--- config.mk ---
export PLATFORM = sky130hd
export DESIGN_NAME = fetch_controller
export DESIGN_NICKNAME = d
export VERILOG_FILES = /design/src/rtl/fetch_ctrl_pkg.sv /design/src/rtl/fetch_timeout_counter.sv /design/src/rtl/register.sv /design/src/rtl/fetch_controller.sv
export SDC_FILE = /design/constraint.sdc
export NUM_CORES = 1
export LEC_CHECK = 0
export CORE_UTILIZATION = 40
export CTS_BUF_LIST = sky130_fd_sc_hd__clkbuf_16
export DETAILED_ROUTE_END_ITERATION = 8
export HOLD_SLACK_MARGIN = 0.08
export MAX_ROUTING_LAYER = met4
export PLACE_DENSITY = 0.77
export REMOVE_ABC_BUFFERS = 1
export SETUP_SLACK_MARGIN = 0.5
export SYNTH_ARGS = -nofsm -noshare
export SYNTH_HDL_FRONTEND = slang
export SYNTH_SLANG_ARGS = --single-unit
--- constraint.sdc ---
create_clock -name clk -period 2 [get_ports clk]
set_clock_uncertainty 0.1 [all_clocks]
set_input_delay 0.2 -clock clk [delete_from_list [all_inputs] [get_ports clk]]
set_output_delay 0.2 -clock clk [all_outputs]
set_load 0.03 [all_outputs]
--- src/rtl/fetch_ctrl_pkg.sv ---
// Shared types and constants for the IF-stage fetch controller.
package fetch_ctrl_pkg;

  typedef enum logic [1:0] {
    IDLE    = 2'd0,
    FETCH   = 2'd1,
    HOLD    = 2'd2,
    DISCARD = 2'd3
  } state_t;

  localparam logic PC_SRC_SEQ = 1'b0;
  localparam logic PC_SRC_JMP = 1'b1;

  // Timeout counter width: enough to reach max_count, clamped to 8..16 bits.
  function automatic int unsigned cnt_width(input int unsigned max_count);
    int unsigned w;
    w = $clog2(max_count + 1);
    if (w < 8)  w = 8;
    if (w > 16) w = 16;
    return w;
  endfunction

endpackage

--- src/rtl/fetch_timeout_counter.sv ---
// Sticky imem timeout detector; only built when FETCH_TIMEOUT_EN is defined.
`ifdef FETCH_TIMEOUT_EN
module fetch_timeout_counter
  import fetch_ctrl_pkg::*;
#(
  parameter int unsigned TIMEOUT_CYCLES = 255
) (
  input  logic clk_i,
  input  logic rst_i,
  input  logic wait_i,
  output logic timeout_o
);

  localparam int unsigned CW = cnt_width(TIMEOUT_CYCLES);

  logic [CW-1:0] count_q, count_d;
  logic          flag_q, flag_d;

  // Count consecutive waiting cycles (saturating); any non-wait cycle clears.
  always_comb begin
    count_d = '0;
    if (wait_i) count_d = (count_q == '1) ? count_q : count_q + 1'b1;
    flag_d = flag_q | (wait_i && (count_d == CW'(TIMEOUT_CYCLES)));
  end

  // Counter and sticky flag registers.
  always_ff @(posedge clk_i or posedge rst_i) begin
    if (rst_i) begin
      count_q <= '0;
      flag_q  <= 1'b0;
    end else begin
      count_q <= count_d;
      flag_q  <= flag_d;
    end
  end

  assign timeout_o = flag_q;

endmodule
`endif

--- src/rtl/register.sv ---
// Generic load-enable register with synchronous clear and async reset.
module register #(
  parameter int unsigned WIDTH = 32
) (
  input  logic             clk,
  input  logic             rst,
  input  logic             clr,
  input  logic             en,
  input  logic [WIDTH-1:0] d,
  output logic [WIDTH-1:0] q
);

  // Storage: clear wins over load.
  always_ff @(posedge clk or posedge rst) begin
    if (rst)      q <= '0;
    else if (clr) q <= '0;
    else if (en)  q <= d;
  end

endmodule

--- src/rtl/fetch_controller.sv ---
// IF-stage sequencer for a variable-latency imem: owns the request
// handshake, PC/IF-ID enables, redirects, and a hold buffer for data that
// returns while ID is stalled. Define FETCH_TIMEOUT_EN for the sticky
// fetch_timeout flag (otherwise it is tied low).
module fetch_controller
  import fetch_ctrl_pkg::*;
#(
  parameter int unsigned XLEN = 32
`ifdef FETCH_TIMEOUT_EN
  , parameter int unsigned TIMEOUT_CYCLES = 255
`endif
) (
  input  logic            clk,
  input  logic            rst,
  input  logic            stall,
  input  logic            redirect_valid,
  input  logic [XLEN-1:0] redirect_addr,
  input  logic            imem_ack,
  input  logic [XLEN-1:0] imem_rdata,
  output logic            imem_req,
  output logic [XLEN-1:0] inst,
  output logic            pc_en,
  output logic            PC_src,
  output logic [XLEN-1:0] jump_address,
  output logic            IF_ID_en,
  output logic            IF_flush,
  output logic            fetch_timeout
);

  state_t            state_q, state_d;
  logic [XLEN-1:0]   inst_buf_q, saved_addr_q;
  logic              buf_load, save_load;

  // State register.
  always_ff @(posedge clk or posedge rst) begin
    if (rst) state_q <= IDLE;
    else     state_q <= state_d;
  end

  // Next state and all combinational outputs.
  always_comb begin
    state_d      = state_q;
    imem_req     = 1'b0;
    inst         = '0;
    pc_en        = 1'b0;
    PC_src       = PC_SRC_SEQ;
    IF_ID_en     = 1'b0;
    IF_flush     = 1'b0;
    jump_address = redirect_valid ? redirect_addr : saved_addr_q;
    buf_load     = 1'b0;
    save_load    = 1'b0;
    unique case (state_q)
      IDLE: begin
        jump_address = '0;
        state_d      = FETCH;
      end
      FETCH: begin
        imem_req = 1'b1;
        inst     = imem_rdata;
        if (redirect_valid) begin
          if (imem_ack) begin
            pc_en    = 1'b1;
            PC_src   = PC_SRC_JMP;
            IF_ID_en = 1'b1;
            IF_flush = 1'b1;
          end else begin
            save_load = 1'b1;
            state_d   = DISCARD;
          end
        end else if (imem_ack) begin
          if (stall) begin
            buf_load = 1'b1;
            state_d  = HOLD;
          end else begin
            pc_en    = 1'b1;
            IF_ID_en = 1'b1;
          end
        end
      end
      HOLD: begin
        inst = inst_buf_q;
        if (redirect_valid) begin
          pc_en    = 1'b1;
          PC_src   = PC_SRC_JMP;
          IF_ID_en = 1'b1;
          IF_flush = 1'b1;
          state_d  = FETCH;
        end else if (!stall) begin
          pc_en    = 1'b1;
          IF_ID_en = 1'b1;
          state_d  = FETCH;
        end
      end
      DISCARD: begin
        // Stale request stays up until acked; its data is never forwarded.
        imem_req = 1'b1;
        inst     = imem_rdata;
        if (redirect_valid) save_load = 1'b1;
        if (imem_ack) begin
          pc_en    = 1'b1;
          PC_src   = PC_SRC_JMP;
          IF_ID_en = 1'b1;
          IF_flush = 1'b1;
          state_d  = FETCH;
        end
      end
      default: state_d = IDLE;
    endcase
  end

  register #(.WIDTH(XLEN)) u_inst_buf (
    .clk (clk),
    .rst (rst),
    .clr (1'b0),
    .en  (buf_load),
    .d   (imem_rdata),
    .q   (inst_buf_q)
  );

  register #(.WIDTH(XLEN)) u_saved_addr (
    .clk (clk),
    .rst (rst),
    .clr (1'b0),
    .en  (save_load),
    .d   (redirect_addr),
    .q   (saved_addr_q)
  );

`ifdef FETCH_TIMEOUT_EN
  logic wait_cyc;
  assign wait_cyc = imem_req & ~imem_ack;

  fetch_timeout_counter #(.TIMEOUT_CYCLES(TIMEOUT_CYCLES)) u_timeout (
    .clk_i     (clk),
    .rst_i     (rst),
    .wait_i    (wait_cyc),
    .timeout_o (fetch_timeout)
  );
`else
  assign fetch_timeout = 1'b0;
`endif

endmodule
==> results of run 1 <==
## stage by stage
stage	instance area (um^2)	TNS (ps)	hold slack (ps)	std cells
after floorplan	3390	-127210	230	306
after detailed placement	4860	0	375	559
final	5930	0	178	599
after global routing	5930	0	215	599
after CTS	5390	0	181	583
after global placement	4860	0	367	559
## sequential cells by signal (all words and copies together) (netlist names)
name and count:
state_q 2, u_inst_buf.q 32, u_saved_addr.q 32
## cells in the mapped netlist (all sizes together), types with 2 or more instances
library cell	number	area share
dfrtp	66	0.46
mux2	64	0.22
nand2	61	0.064
nor2	35	0.037
o21ai	33	0.046
mux2i	32	0.090
buf	15	0.037
clkbuf	14	0.015
inv	3	0.0032
o2bb2ai	3	0.0074
a22o	2	0.0049
nand2b	2	0.0035
## timing repair
item | CTS | global route
endpoints found under the setup margin | 133 | 133
pin swaps | 3 | 7
setup buffers | 6 | 7
cloned | 2 | 9
gates resized for setup | 70 | 72
## layout make-up
class	count	area, um^2
inverter	3	11.3
tap	108	135
sequential	66	1650
clock inverter	7	37.5
timing repair buffer	169	1820
multi-input combinational	237	2050
clock buffer	9	225
fill	604	2750
## logic make-up (layout without fill, tap and decap cells)
kind of cell,Yosys count,after routing,share of synthesized area
AND/OR/NAND/NOR,101,101,0.112
buffers and inverters,32,188,0.0550
multiplexers,96,96,0.309
AO/OA/AOI/OAI,39,39,0.0602
flip-flops,66,66,0.462
other,1,1,0.00105
## worst reg2reg max path: stages (launching register included)
cell       delay [ps]
dfrtp_2           460
clkbuf_2          160
buf_4             150
nor3_4            190
buf_12            160
clkbuf_16         170
mux2_4            310
## where the power goes
group          switching, mW  internal, mW  total [mW]
Clock                  0.556         0.821        1.38
Sequential             0.200          1.67        1.87
Combinational          0.905          1.06        1.97
Total                   1.66          3.55        5.21
## worst min path at each step
stage / startpoint / end / slack (ps) / cells after the start
2_1_floorplan: redirect_valid / state_q[0]$_DFFE_PP0P_ / 230 / 2
3_3_place_gp: u_inst_buf.q[28]$_DFFE_PP0P_ / u_inst_buf.q[28]$_DFFE_PP0P_ / 370 / 1
3_5_place_dp: u_inst_buf.q[11]$_DFFE_PP0P_ / u_inst_buf.q[11]$_DFFE_PP0P_ / 370 / 1
4_1_cts: rst / u_saved_addr.q[26]$_DFFE_PP0P_ / 180 / 3
5_1_grt: rst / u_saved_addr.q[26]$_DFFE_PP0P_ / 220 / 3
6_report: rst / u_saved_addr.q[26]$_DFFE_PP0P_ / 180 / 3
## metal layers
| metal | vias to the layer above | track usage | part of all wire |
|---|---|---|---|
| met1 | 1506 | 0.229 | 0.43 |
| met2 | 130 | 0.292 | 0.48 |
| met5 | - | - | 0 |
| met3 | 19 | 0.0540 | 0.073 |
| met4 | 0 | 0.0735 | 0.021 |
| li1 | 1436 | - | - |
==> impl_metrics.env, run 1 <==
export IMPL_grt_overflow=0
export IMPL_r2r_end="u_inst_buf.q[30]$_DFFE_PP0P_"
export IMPL_hpwlAfterDp_um=5430
export IMPL_final_cell_mix="clkdlybuf4s50_1, mux2_4, dfrtp_1"
export IMPL_cts_htree_levels=3
export IMPL_crit_path_end_kind="register"
export IMPL_powerDensity_mw_per_mm2=879
export IMPL_pre_cts_ws_ps=105
export IMPL_p_leak_nw=2.83
export IMPL_drv_cap=0
export IMPL_cts_sinks=66
export IMPL_period_needed_ps=1820
export IMPL_first_iter_violations=52
export IMPL_postSynthAreaPerCell_um2=10.7
export IMPL_routed_wl_um=10300
export IMPL_dieWidth_um=96.5
export IMPL_synth_distinct_cells=21
export IMPL_antenna_found_initial=0
export IMPL_crit_start="state_q[1]$_DFFE_PP0P_"
export IMPL_slowest_delay_ps=460
export IMPL_port_buffers=137
export IMPL_grt_pass1_wl_um=12900
export IMPL_reg2reg_slack_ps=180
export IMPL_final_common_cell="clkdlybuf4s50_1"
export IMPL_fin_nets=555
export IMPL_fp_coreArea_mm2=0.00868
export IMPL_firstDrtPassIters=5
export IMPL_chipHeight_um=96.5
export IMPL_hold_buffers=0
export IMPL_track_usage=0.187
export IMPL_vias_per_cell=5.16
export IMPL_cts_buffers=9
export IMPL_synth_seq_cells=66
export IMPL_fin_crit_sh=0.912
export IMPL_final_util=0.684
export IMPL_clk_latency_ps=320
export IMPL_crit_arrival_ps=1930
export IMPL_status="complete, no violations"
export IMPL_synthArstFlopShare=1.00
export IMPL_synth_flop_cell="dfrtp_1"
export IMPL_clkSlewWorstSetupHoldPaths_ps=60
export IMPL_worstSetupPathDepth=6
export IMPL_vias=3091
export IMPL_wl_per_cell_um=17.3
export IMPL_max_freq_mhz=548
export IMPL_syn_inst=335
export IMPL_gp_congestion=0.704
export IMPL_root_buffer="clkbuf_16"
export IMPL_area_delta_synth_final_pct=66.0
export IMPL_yosysSeqAreaShare=0.462
export IMPL_start_kind="register"
export IMPL_path_buf_inv=4
export IMPL_synth_edf_count=0
export IMPL_synth_warnings=0
export IMPL_setup_viol=0
export IMPL_fin_total_pwr_mw=5.21
export IMPL_layout_drive_gt1_share=0.428
export IMPL_critPathKind="register to register"
export IMPL_drc=0
export IMPL_clockBufferDepth=2
export IMPL_crit_chain="clkbuf_2 > buf_4 > nor3_4 > buf_12 > clkbuf_16 > mux2_4"
export IMPL_critPathMaxFanout=8
export IMPL_grt_max_degree=67
export IMPL_r2r_start="state_q[1]$_DFFE_PP0P_"
export IMPL_core_rowCount=34
export IMPL_synth_area_mm2=0.00357
export IMPL_io_pins=139
export IMPL_start_util=0.412
export IMPL_die_area_mm2=0.00932
export IMPL_path_delay_family="buffers and inverters"
export IMPL_maxSlewViolCount=0
export IMPL_cts_tree="done"
export IMPL_holdCritPathClass="input pin to async pin"
export IMPL_worst_r2r_path_depth=6
export IMPL_peakVddDrop_v=0.000454
export IMPL_cp_slowest_cell="dfrtp_2"
export IMPL_hold_viol_final=0
export IMPL_n_antenna_cell=0
export IMPL_setup_ws_ps=177
export IMPL_rsz0062_at_grt="yes"
export IMPL_worstPathRequired_ps=2100
export IMPL_crit_end="u_inst_buf.q[30]$_DFFE_PP0P_"
export IMPL_ant_nets=0
export IMPL_grt_pass1_vias=2828
Note: power is estimated with default switching activity, not from simulation.
==> inputs of run 2 (changes only) <==
CORE_ASPECT_RATIO = 0.9   (was unset)
==> run 2 against run 1 <==
Net effect: sequential share of layout area grew 0.40 points; die area is essentially flat; maximum frequency shrank 0.43%; via count shrank 1.9%; setup slack lost 7.9 ps; combinational power shrank 2%; global-route usage grew 2.3 points; clock power grew 10%; critical path depth shrank 1; critical path type is now register to output pin.
==> impl_metrics.env, run 2 (synthesized netlist as in run 1, its figures left out) <==
export IMPL_antenna_found_initial=0
export IMPL_routed_wl_um=10400
export IMPL_hpwlAfterDp_um=5630
export IMPL_n_antenna_cell=0
export IMPL_max_freq_mhz=546
export IMPL_start_kind="register"
export IMPL_clockBufferDepth=2
export IMPL_maxSlewViolCount=0
export IMPL_fin_crit_sh=0.916
export IMPL_critPathKind="register to output pin"
export IMPL_core_rowCount=32
export IMPL_path_common_cell="buf_4"
export IMPL_drv_cap=0
export IMPL_grt_pass1_wl_um=14500
export IMPL_hold_viol_final=0
export IMPL_vias_per_cell=4.99
export IMPL_fin_cells=608
export IMPL_grt_overflow=0
export IMPL_dieWidth_um=102
export IMPL_worstPathRequired_ps=1700
export IMPL_setup_viol=0
export IMPL_slowest_delay_ps=410
export IMPL_port_buffers=137
export IMPL_grt_util_met3=0.0549
export IMPL_peakVddDrop_v=0.000592
export IMPL_cp_slowest_cell="dfrtp_2"
export IMPL_crit_path_end_kind="output pin"
export IMPL_fin_nets=554
export IMPL_layout_drive_gt1_share=0.401
export IMPL_clk_latency_ps=320
export IMPL_dpl_cell_count=570
export IMPL_track_usage=0.210
export IMPL_drc=0
export IMPL_use_met2=0.313
export IMPL_start_util=0.415
export IMPL_clkSlewWorstSetupHoldPaths_ps=60
export IMPL_cts_htree_levels=3
export IMPL_rsz0062_at_grt="yes"
export IMPL_powerDensity_mw_per_mm2=908
export IMPL_vias=3031
export IMPL_first_iter_violations=53
export IMPL_holdCritPathClass="input pin to async pin"
export IMPL_fp_coreArea_mm2=0.00861
export IMPL_cts_sinks=66
export IMPL_grt_max_degree=67
export IMPL_io_pins=139
export IMPL_cts_tree="done"
export IMPL_ant_nets=0
export IMPL_hold_buffers=0
export IMPL_critPathMaxFanout=15
export IMPL_busiest_layer="met2"
export IMPL_area_delta_synth_final_pct=63.7
export IMPL_final_common_cell="clkdlybuf4s50_1"
export IMPL_met1_usage=0.281
export IMPL_finalInstanceArea_mm2=0.00585
export IMPL_p_leak_nw=2.79
export IMPL_hold_ws_ps=170
export IMPL_cts_buffers=9
export IMPL_placed_area_mm2=0.00487
export IMPL_firstDrtPassIters=4
export IMPL_die_area_mm2=0.00932
export IMPL_root_buffer="clkbuf_16"
export IMPL_grt_pass1_vias=2929
export IMPL_crit_chain="buf_4 > clkbuf_16 > nand2_1 > o21ai_0 > buf_4"
export IMPL_wl_per_cell_um=17.2
export IMPL_period_needed_ps=1830
export IMPL_status="complete, no violations"
export IMPL_final_cell_mix="clkdlybuf4s50_1, buf_4, dfrtp_1"
export IMPL_chipHeight_um=91.7
export IMPL_gp_congestion=0.796
export IMPL_crit_arrival_ps=1530
export IMPL_reg_largest_list="u_inst_buf.q x32, u_saved_addr.q x32, state_q x2"
## run 2: changes by cell type in the layout (fill, tap and decap cells not counted), moves of 3 or more
| cell | before | now |
|---|---|---|
| buf_12 | 9 | 13 |
| buf_4 | 59 | 64 |
| buf_6 | 21 | 15 |
| clkbuf_16 | 17 | 12 |
| nand2_1 | 55 | 60 |
| nand2_2 | 4 | 1 |
| o21ai_0 | 2 | 10 |
| o21ai_2 | 11 | 6 |
| o21ai_4 | 4 | 0 |
## run 2: path summary, 6_finish.rpt
check                                          startpoint                             end  slack [ps]  cells past startpoint
setup / recovery                   state_q[1]$_DFFE_PP0P_                         inst[5]         170                      5
hold / removal                                        rst    u_inst_buf.q[22]$_DFFE_PP0P_         170                      3
min in group clk                           redirect_valid          state_q[0]$_DFFE_PP0P_         280                      3
hold reg to reg            u_saved_addr.q[10]$_DFFE_PP0P_  u_saved_addr.q[10]$_DFFE_PP0P_         410                      1
max in group asynchronous                             rst  u_saved_addr.q[27]$_DFFE_PP0P_        1340                      3
setup reg to reg                   state_q[0]$_DFFE_PP0P_    u_inst_buf.q[13]$_DFFE_PP0P_         230                      7
## run 2: report_power, final
| part | switching [mW] | internal (mW) |
|---|---|---|
| clock | 0.573 | 0.950 |
| sequential | 0.196 | 1.67 |
| combinational | 0.885 | 1.04 |
| total | 1.65 | 3.66 |
## run 2: layout make-up
| type | count | area (um^2) |
|---|---|---|
| fill | 641 | 2760 |
| clock inverter | 6 | 60.1 |
| multi-input combinational | 237 | 1950 |
| tap | 119 | 149 |
| clock buffer | 9 | 225 |
| inverter | 3 | 11.3 |
| timing repair buffer | 168 | 1800 |
| sequential | 66 | 1650 |
## run 2: metal layers
layer  wire length [um]  share of wire
met2               4930           0.47
met3                728          0.070
met4                147          0.014
met5                  0              0
met1               4640           0.44
## run 2: repair_timing
item	in CTS	in global routing
pin swaps	2	6
gates cloned	5	3
setup endpoints to repair	133	133
resized for setup	37	70
setup buffers	13	2
## run 2: critical path: cells and delay by family, from the launching register on
kind                   cells  cell delay (ps)
buffers and inverters      3              540
and+or+nand+nor            1               80
AOI/OAI and AO/OA          1              180
DFF                        1              410
## run 2: metrics by stage
stage	total power, mW	setup slack [ps]	utilization	TNS (ps)
floorplan	2.74	-1350	-	-127210
global placement	3.28	172	0.566	0
detailed placement	3.34	124	0.566	0
CTS	5.08	176	0.644	0
global route	5.55	115	0.680	0
finish	5.31	169	0.680	0
==> variant, RTL diff (flow settings as in run 1) <==
The 4 states of `state_t` get a one-hot encoding in 4 bits.
--- a/src/rtl/fetch_ctrl_pkg.sv
+++ b/src/rtl/fetch_ctrl_pkg.sv
@@ -1,11 +1,11 @@
 // Shared types and constants for the IF-stage fetch controller.
 package fetch_ctrl_pkg;
 
-  typedef enum logic [1:0] {
-    IDLE    = 2'd0,
-    FETCH   = 2'd1,
-    HOLD    = 2'd2,
-    DISCARD = 2'd3
+  typedef enum logic [3:0] {
+    IDLE    = 4'b0001,
+    FETCH   = 4'b0010,
+    HOLD    = 4'b0100,
+    DISCARD = 4'b1000
   } state_t;
 
   localparam logic PC_SRC_SEQ = 1'b0;
Behaviour: no difference found for any inputs over 10 cycles, from zero or initial values and one cycle with rst high; not proved beyond that.
==> variant against run 1 <==
Sequential cell count up 2. Largest cell class is now non-clock buffers. Hold slack got worse by 1.7 ps. Routed wire length up 7.9%. Maximum frequency is 15% lower. Utilization shrank 0.41 points. Final area rose by 6.8%. Critical endpoint is now inst[4]. Non-clock buffer count rose by 14. Via count down 0.19%. Synthesized area increased by 8.4%. The flow now finishes with violations (setup timing). Setup slack got worse by 330 ps.
Power is not compared: it rests on default switching activity, and its combinational part moved more than twofold at a synthesized area within 25%.
==> variant: results <==
group,metric,value,unit
status,status,"finished with violations",
status,violations,"setup timing",
route,wl_met2,5.93,mm
logic_synthesis,synth_seq_area_share,44.0,%
route,via_count,3085,
placed_design,dpl-instance-area,5350,µm²
placed_design,dp.cells,555,
grt,grt_pass1_vias,3274,
timing,fin_ws,-150,ps
logic_synthesis,synthMuxAreaShare,33.0,%
placed_design,globalplace.congestion,0.730,
final_layout,top_regs,"u_inst_buf.q (32), u_saved_addr.q (32), state_q (4)",
logic_synthesis,synth_compound_area_share,9.76,%
setup_path,slowest_stage,"dfstp_2",
setup_path,cp_top_family,"flip-flops",
logic_synthesis,synth_cell_types,36,
placed_design,post-dp-hpwl,6.24,mm
grt,grt_pass1_wl,16.7,mm
placed_design,dp_slack,-123,ps
timing,setup_viol,64,
grt,gr-usage-met3,3.27,%
route,routed-wl-met3,404,µm
setup_path,ff2ff_path_depth,8,
route,drt_iter0_drc,129,
grt,grt_usage,21.9,%
setup_path,crit_end,"inst[4]",
setup_path,reg2reg_to,"u_saved_addr.q[24]",
route,wire_per_inst,18.6,µm
grt,grt_use_met1,26.1,%
logic_synthesis,synthTopCellsByArea,"dfrtp_1, mux2_4, mux2i_1",
variant: cell count changes after synthesis, sizes merged, moves of 2 or more:
cell / before / now
o2bb2ai: 3 / 0
o21ai: 33 / 4
buf: 15 / 26
a211oi: 0 / 2
a22oi: 0 / 2
clkbuf: 14 / 1
nand4: 0 / 2
nand2: 61 / 1
nor2: 35 / 42
a22o: 2 / 33
nand2b: 2 / 4
variant: area by class of cell:
class,instances,area (µm²),share of cell area [%]
inverter,2,7.51,0.118
tap,129,161,2.55
clock inverter,7,83.8,1.32
multi-input combinational,203,2070,32.6
sequential,68,1700,26.9
clock buffer,9,225,3.55
timing repair buffer,183,2090,32.9
variant: timing repair:
item	4_1_cts	5_1_grt
hold buffers	0	0
resized for setup	153	9
setup endpoints to repair	136	135
pin swaps	4	9
setup buffers	14	8
gates cloned	5	3
variant: worst register-to-register path: stages (launching register included):
cell	delay, ps
dfrtp_1	400
buf_6	160
nand2b_4	170
buf_4	150
o21ai_4	60
nand3_4	140
buf_12	170
buf_16	140
mux2_4	300
